--- config.mk ---
export PLATFORM = sky130hd
export DESIGN_NAME = mem_port_arbiter
export DESIGN_NICKNAME = d
export VERILOG_FILES = /design/src/rtl/mem_port_arbiter.sv
export SDC_FILE = /design/constraint.sdc
export NUM_CORES = 1
export LEC_CHECK = 0
export CAP_MARGIN = 15
export CORE_MARGIN = 5
export CORE_UTILIZATION = 37
export DETAILED_ROUTE_END_ITERATION = 8
export GPL_ROUTABILITY_DRIVEN = 0
export PLACE_DENSITY_LB_ADDON = 0.15
export SETUP_SLACK_MARGIN = 0.15
export SLEW_MARGIN = 5
export SYNTH_ARGS = -nofsm -noshare
export SYNTH_HDL_FRONTEND = slang
export SYNTH_SLANG_ARGS = --single-unit
--- constraint.sdc ---
create_clock -name clk -period 4.4 [get_ports clk]
set_input_delay 0.88 -clock clk [delete_from_list [all_inputs] [get_ports clk]]
set_output_delay 0.88 -clock clk [all_outputs]
set_load 0.05 [all_outputs]
--- src/rtl/mem_port_arbiter.sv ---
// Two-port arbiter sharing one word memory: fetch (port 0) and load/store (port 1).
// Define ARB_ROUND_ROBIN_EN for alternating tie grants; the default build gives port 0 fixed priority.
module mem_port_arbiter #(
  parameter int ADDR_W = 32,
  parameter int DATA_W = 32
) (
  input  logic              clk,
  input  logic              rst,
  input  logic              req0,
  input  logic              req1,
  input  logic              we0,
  input  logic              we1,
  input  logic [ADDR_W-1:0] adr0,
  input  logic [ADDR_W-1:0] adr1,
  input  logic [DATA_W-1:0] wdata0,
  input  logic [DATA_W-1:0] wdata1,
  output logic              ack0,
  output logic              ack1,
  output logic [DATA_W-1:0] rdata0,
  output logic [DATA_W-1:0] rdata1,
  output logic              misalign,
  output logic [ADDR_W-1:0] mem_adr,
  output logic [DATA_W-1:0] mem_wdata,
  output logic              mem_we,
  input  logic [DATA_W-1:0] mem_rdata,
  output logic              busy,
  output logic              owner
);

  typedef enum logic [1:0] {
    IDLE   = 2'd0,
    ACCESS = 2'd1,
    RESP   = 2'd2
  } state_t;

  state_t              state;
  state_t              nextState;
  logic                anyReq;
  logic                tieWinner;
  logic                winner;
  logic                latWe;
  logic [ADDR_W-1:0]   latAdr;
  logic [DATA_W-1:0]   latWdata;

  assign anyReq = req0 | req1;

`ifdef ARB_ROUND_ROBIN_EN
  assign tieWinner = ~owner;
`else
  assign tieWinner = 1'b0;
`endif

  // A lone requester wins outright; only a tie consults the policy.
  assign winner = (req0 && req1) ? tieWinner : req1;

  // NOTE: every variable assigned in always_comb gets a default first, so no path can infer a latch.
  always_comb begin
    nextState = state;
    case (state)
      IDLE:    if (anyReq) nextState = ACCESS;
      ACCESS:  nextState = RESP;
      RESP:    nextState = IDLE;
      default: nextState = IDLE;
    endcase
  end

  // NOTE: sequential state uses non-blocking assignments so all registers update from pre-edge values.
  always_ff @(posedge clk or posedge rst) begin
    if (rst) begin
      state    <= IDLE;
      owner    <= 1'b1;
      latWe    <= 1'b0;
      latAdr   <= '0;
      latWdata <= '0;
      rdata0   <= '0;
      rdata1   <= '0;
    end else begin
      state <= nextState;
      if (state == IDLE && anyReq) begin
        owner    <= winner;
        latWe    <= winner ? we1 : we0;
        latAdr   <= winner ? adr1 : adr0;
        latWdata <= winner ? wdata1 : wdata0;
      end
      // Per-port response registers: only the owner's copy is refreshed, the other holds.
      if (state == ACCESS) begin
        if (owner) rdata1 <= mem_rdata;
        else       rdata0 <= mem_rdata;
      end
    end
  end

  // Memory address/data come straight from the latches so they hold between accesses.
  assign mem_adr   = latAdr;
  assign mem_wdata = latWdata;
  assign mem_we    = (state == ACCESS) && latWe;

  assign busy     = (state != IDLE);
  assign ack0     = (state == RESP) && !owner;
  assign ack1     = (state == RESP) && owner;
  assign misalign = (state == RESP) && (latAdr[1:0] != 2'b00);

endmodule

; ---- Yosys cells after proc, flatten, opt, wreduce, memory -nomap -nowiden
; Cells that the tools add are included.
[op_classes]
addsub = 0
bitwise_logic = 2
magnitude_cmp = 0
mux = 6
eq_ne = 3
n_div = 0
n_mul = 0
n_reduce_logical = 12
shifts = 0
[op_table]
columns = op, n
row1 = two-way mux 32 bit, 2
row2 = logical AND 1 bit, 6
row3 = case mux 2 bit (2 select lines), 1
row4 = AND reduction 2 bit, 2
row5 = nonzero test 2 bit, 2
row6 = "equality test 2 x 1 -> 1 bit, second input constant", 1
row7 = "equality test 2 bit, second input constant", 1
row8 = logical NOT 2 bit, 1
row9 = two-way mux 1 bit, 2
row10 = two-way mux 2 bit, 1
row11 = "inequality test 2 bit, second input constant", 1
row12 = logical NOT 1 bit, 1
row13 = inverter 1 bit, 1
row14 = OR 1 bit, 1
[word_totals]
mem_count = 0
ram_bits = 0
inputBits = 166
romBits = 0
out_inout_bits = 134
regBits = 132
latchBits = 0

; ---- Longest topological paths before layout
; Gate-level depths: netlist of the first run.
[logic_depth]
depth_word = 3
depth_mapped = 5
mapped_depth_nobuf = 3

; ---- Worst setup path before layout of the first run
; OpenSTA, ideal clock, no wires.
[synth_timing]
kind = reg-to-output
from = register owner
to = output port ack1
stages_incl_launch_ff = 3
required_ps = 3520
slack_ps = 2069
n_path_buf = 0
arrival_ps = 1451
cell_sequence = dfstp_2 > inv_1 > nor2_1
[synth_via]
elab_chain_len = 1
[synth_lines]
columns = item, line
row1 = start: declaration, 27  ; output logic owner
row2 = start signal: assignment, 80  ; owner <= winner;
row3 = logical AND 1 bit, 100  ; assign ack1 = (state == RESP) && owner;
row4 = end: declaration, 18  ; output logic ack1,
; Every way passes these cells.

; ---- Worst setup path in the final report of the first run
; Same ends and word-level chain as after synthesis.

==> impl_metrics.yaml, run 1 <==
floorplanning:
  dieArea_sq_um: 19300
  coreArea_sq_um: 16500
  num_rows: 47
  ios: 300
  die_x_um: 139
  fp.dieH_um: 139
  start_util: 0.373
setup_path:
  start_kind: "register"
  worst-r2r-cell-count: 4
  worstPathRequired_ns: 3.52
  r2r_start: "state[0]"
  cp-end-kind: "output pin"
  critPathLaunch: "owner"
  reg2reg_to: "rdata1[1]"
  critPathMaxFanout: 5
  arrival_ns: 1.99
  regToRegSetupSlack_ns: 2.30
  crit_type: "register to output pin"
drt:
  remaining_drc_errors: 0
  vias: 4145
  wire_per_inst_um: 18.7
  wl_mm: 16.8
  via_per_inst: 4.61
  drt-initial-drc-count: 75
  ant_nets: 0
  dr.pass1.iters: 4
min_path:
  hold_path.class: "register to register"
  hold_depth: 1
  worstHoldStart: "rdata0[21]"
  holdPathEnd: "rdata0[21]"
synthesis:
  syn-num-nets: 530
  synth.distinct_cells: 19
  yosys_warnings: 0
  synth-seq-cells: 132
  yosysSeqAreaShare: 0.537
  netlist_instances: 364
  mappedNetlistArea_sq_um: 6150
  syn_avg_cell_area_sq_um: 16.9
global_route:
  antenna_found_initial: 0
  grt_pass1_wl_mm: 26.2
  grt_max_degree: 62
  grt_pass1_vias: 4656
  gr-usage-all-layers: 0.173
  grt_overflow: 0
sta:
  fmaxAchievable_ghz: 0.348
  setup_tns_ns: 0
  slew_viol_final: 0
  fin_crit_ns: 2.87
  finalHoldViolCount: 0
  fin_worst_skew_ns: 0.00540
  worstMarginPinSlew_ns: 0.930
  relSlewSlack: 0.379
  period_share: 0.653
  rsz0062_at_grt: "no"
  setup_viol: 0
cts:
  clockBufferDepth: 2
  cts_root_buf: "clkbuf_16"
  clk_latency_ns: 0.41
  path_clk_slew_ns: 0.06
  ctsResizeCount: 0
  cts.sinks: 132
  post_cts_buffers: 0
  cts_buffers: 17
  tritoncts: "yes"
  ctsHtreeMaxLevel: 4
  cts_hold_buf: 0
final_layout:
  num-nets-final: 833
  register_area_sq_um: 3300
  syn2layout_area_growth_pct: 61.8
  n_antenna_cell: 0
  fillCellCount: 1298
  multiInputGateArea_sq_um: 2650
  design_area_sq_um: 9950
  drive_gt1_frac: 0.347
place:
  io_buffers: 299
  hpwl_mm: 12.8
  place_area_sq_um: 9320
pwr:
  power_density_nw_per_um2: 903
  vdd_ir_drop_max_mv: 0.422
  leakage_nw: 4.31
flow_run:
  max_cap_violations: 0
status:
  status: "finished clean"
[cell usage after synthesis]
library cell / instances / area, sq um
inv_1: 3 / 11.3
mux2_4: 100 / 1500
a21oi_1: 2 / 10.0
nand2b_4: 1 / 13.8
o21a_1: 1 / 7.51
nor2_2: 1 / 6.26
dfstp_2: 1 / 26.3
and2_1: 2 / 12.5
mux2_1: 1 / 11.3
buf_6: 13 / 146
dfrtp_1: 131 / 3280
buf_4: 1 / 7.51
nor2b_2: 1 / 8.76
mux2_2: 93 / 1050
nand2_1: 1 / 3.75
clkbuf_2: 1 / 5.00
buf_2: 6 / 30.0
nand2b_1: 1 / 6.26
nor2_1: 4 / 15.0
[per-layer routing]
| layer | global-route usage | up-vias | wire length, um |
|---|---|---|---|
| met5 | 0 | - | 0 |
| met4 | 0.0602 | 0 | 313 |
| met3 | 0.0614 | 25 | 1270 |
| met2 | 0.296 | 185 | 8620 |
| met1 | 0.200 | 2032 | 6600 |
| li1 | - | 1903 | - |
[logic make-up after synthesis]
group,synth area share
AOI/OAI and AO/OA,0.00285
buffers and inverters,0.0326
DFF,0.537
muxes,0.416
and+or+nand+nor,0.0108
[metrics by stage]
step	total power, W	std cells	util	setup WS, ns	hold WS (ns)
final	0.00899	900	0.604	1.53	0.481
after global routing	0.00936	900	0.604	1.42	0.518
after CTS	0.00909	900	0.604	1.48	0.490
after detailed placement	0.00755	868	0.566	1.36	0.477
after global placement	0.00749	868	0.566	1.43	0.468
after floorplan	0.00581	364	-	1.88	0.473
[where the power goes]
group | switching, W | internal (W)
Sequential | 0.000351 | 0.00186
Combinational | 0.00314 | 0.00213
Clock | 0.000551 | 0.000955
[cell usage in the layout (no fill, tap or decap), drive strengths merged]
cell type	count
clkinv	4
and2	2
clkinvlp	4
nor2	5
nand2	1
buf	6
nand2b	2
dfrtp	131
clkdlybuf4s50	299
o21a	1
bufinv	4
nor2b	1
inv	5
mux2	194
clkbuf	18
dfstp	1
a21oi	2
[worst max-delay path by stage]
| stage | cells past startpoint | slack, ns | to |
|---|---|---|---|
| floorplan | 1 | 1.88 | latWe |
| finish | 3 | 1.53 | ack1 |
| CTS | 3 | 1.48 | ack1 |
| global route | 3 | 1.42 | mem_we |
| global placement | 5 | 1.43 | mem_adr[0] |
| detailed placement | 5 | 1.36 | mem_wdata[25] |
[critical path, cell delays in order (launching register included)]
cell             delay (ns)
dfstp_2                0.58
inv_1                  0.06
nor2_1                 0.10
clkdlybuf4s50_1        0.84
[final cells by class]
cell class                 instances  share of cell area
tap                              220              0.0277
clock buffer                      18              0.0431
inverter                           3             0.00151
clock inverter                    14              0.0201
multi-input combinational        208               0.266
sequential                       132               0.332
timing repair buffer             305               0.309
[sequential cells by signal, indices dropped and copies added, names as in the netlist]
register,count
mem_adr,32
mem_wdata,32
rdata0,32
rdata1,32
state,2
latWe,1
owner,1
Note: power is estimated with default switching activity, not from simulation.
==> run 2, diff against run 1 <==
--- a/config.mk
+++ b/config.mk
@@ -7,7 +7,7 @@
 export LEC_CHECK = 0
 export CAP_MARGIN = 15
 export CORE_MARGIN = 5
-export CORE_UTILIZATION = 37
+export CORE_UTILIZATION = 41
 export DETAILED_ROUTE_END_ITERATION = 8
 export GPL_ROUTABILITY_DRIVEN = 0
 export PLACE_DENSITY_LB_ADDON = 0.15
==> constraint.sdc (replaced) <==
create_clock -name clk -period 2.65 [get_ports clk]
set_input_delay 0.53 -clock clk [delete_from_list [all_inputs] [get_ports clk]]
set_output_delay 0.53 -clock clk [all_outputs]
set_load 0.05 [all_outputs]
==> impl_metrics.yaml, run 2 (synthesized netlist as in run 1, its figures left out) <==
status:
  status: "finished clean"
cts:
  cts_buffers: 17
  post_cts_buffers: 0
  ctsHtreeMaxLevel: 4
  path_clk_slew_ns: 0.06
  cts_hold_buf: 0
  clockBufferDepth: 2
  tritoncts: "yes"
  cts.sinks: 132
  cts_root_buf: "clkbuf_16"
  clk_latency_ns: 0.41
  ctsResizeCount: 4
pwr:
  combPwrFrac: 0.598
  seqPwrFrac: 0.249
  leakage_nw: 4.34
  switching_power_w: 0.00679
  clock_power_share: 0.153
  p_sw_frac: 0.460
  vdd_ir_drop_max_mv: 0.731
  p_total_w: 0.0148
  power_density_nw_per_um2: 1490
  intPower_w: 0.00798
final_layout:
  final_common_cell: "clkdlybuf4s50_1"
  fillCellCount: 1013
  drive_gt1_frac: 0.351
  final_cell_mix: "clkdlybuf4s50_1 (295), dfrtp_1 (131), mux2_4 (100)"
  register_area_sq_um: 3300
  final_util: 0.677
  n_antenna_cell: 0
  multiInputGateArea_sq_um: 2650
  syn2layout_area_growth_pct: 61.2
  num-nets-final: 836
global_route:
  grt_pass1_wl_mm: 26.3
  antenna_found_initial: 0
  grt_overflow: 0
  grt_pass1_vias: 4778
  grt_max_degree: 89
  gr-usage-all-layers: 0.192
setup_path:
  arrival_ns: 1.87
  worstPathRequired_ns: 2.12
  crit_type: "register to output pin"
  critPathMaxFanout: 4
  start_kind: "register"
  cp-end-kind: "output pin"
sta:
  relSlewSlack: 0.604
  rsz0062_at_grt: "no"
  slew_viol_final: 0
  setup_viol: 0
  fin_crit_ns: 2.40
  worstMarginPinSlew_ns: 0.592
  period_share: 0.907
  fmaxAchievable_ghz: 0.416
  finalHoldViolCount: 0
  setup_tns_ns: 0
  holdWs_ns: 0.500
  fin_worst_skew_ns: 0.0103
drt:
  dr.pass1.iters: 4
  via_per_inst: 4.87
  wl_mm: 16.9
  vias: 4223
  wire_per_inst_um: 19.5
  drt-initial-drc-count: 116
  remaining_drc_errors: 0
  ant_nets: 0
floorplanning:
  ios: 300
  num_rows: 44
  dieArea_sq_um: 17500
  fp.dieH_um: 132
  die_x_um: 132
  coreArea_sq_um: 14600
  start_util: 0.420
min_path:
  hold_path.class: "register to register"
place:
  io_buffers: 299
  hpwl_mm: 12.8
flow_run:
  max_cap_violations: 0
run 2: changes by cell type in the layout (fill, tap and decap cells not counted), sizes merged, moves of 3 or more:
cell and delta:
bufinv -3, dlygate4sd2 +4, clkdlybuf4s50 -4, buf +3, inv +4
run 2: metrics by stage:
step	instance area, sq um	cells	worst slack (ns)
after floorplan	6150	364	0.484
after global placement	9350	835	0.269
after detailed placement	9350	835	0.232
after CTS	9910	867	0.204
after global routing	9910	867	0.162
final	9910	867	0.246
run 2: power groups by stage:
| stage | Combinational, W | Clock (W) | Sequential (W) |
|---|---|---|---|
| 6_report | 0.00884 | 0.00226 | 0.00367 |
| 5_1_grt | 0.00915 | 0.00241 | 0.00380 |
| 4_1_cts | 0.00893 | 0.00231 | 0.00369 |
| 3_5_place_dp | 0.00893 | 0 | 0.00368 |
| 3_3_place_gp | 0.00885 | 0 | 0.00365 |
| 2_1_floorplan | 0.00244 | 0 | 0.00720 |
run 2: per-layer routing:
| metal | GRT usage | routed length (um) | share of wire |
|---|---|---|---|
| met1 | 0.210 | 6430 | 0.38 |
| met2 | 0.335 | 8650 | 0.51 |
| met3 | 0.0748 | 1370 | 0.081 |
| met4 | 0.0797 | 485 | 0.029 |
| met5 | 0 | 0 | 0 |
run 2: worst paths after layout:
path	from	end	slack [ns]	cells after the start
max	state[1]	busy	0.25	3
min	rdata1[22]	rdata1[22]	0.50	1
max reg2reg	state[1]	mem_adr[0]	0.84	4
min reg2reg	rdata1[22]	rdata1[22]	0.50	1
max in group asynchronous	rst	mem_wdata[13]	1.63	3
min in group asynchronous	rst	latWe	0.56	3
run 2: critical path, cell delays in order, from the launching register on:
cell and delay [ns]:
dfrtp_1 0.42, nor2_2 0.27, inv_1 0.07, clkdlybuf4s50_1 0.70
run 2: layout make-up:
class	count	share of cell area
inverter	3	0.00151
clock inverter	15	0.0145
clock buffer	17	0.0429
multi-input combinational	208	0.267
tap	184	0.0232
sequential	132	0.333
timing repair buffer	308	0.317
==> run 3, diff against run 2 <==
--- a/config.mk
+++ b/config.mk
@@ -5,7 +5,6 @@
 export SDC_FILE = /design/constraint.sdc
 export NUM_CORES = 1
 export LEC_CHECK = 0
-export CAP_MARGIN = 15
 export CORE_MARGIN = 5
 export CORE_UTILIZATION = 41
 export DETAILED_ROUTE_END_ITERATION = 8
==> results of run 3 <==
No change in the layout: final DEF, timing and power equal those of run 2.
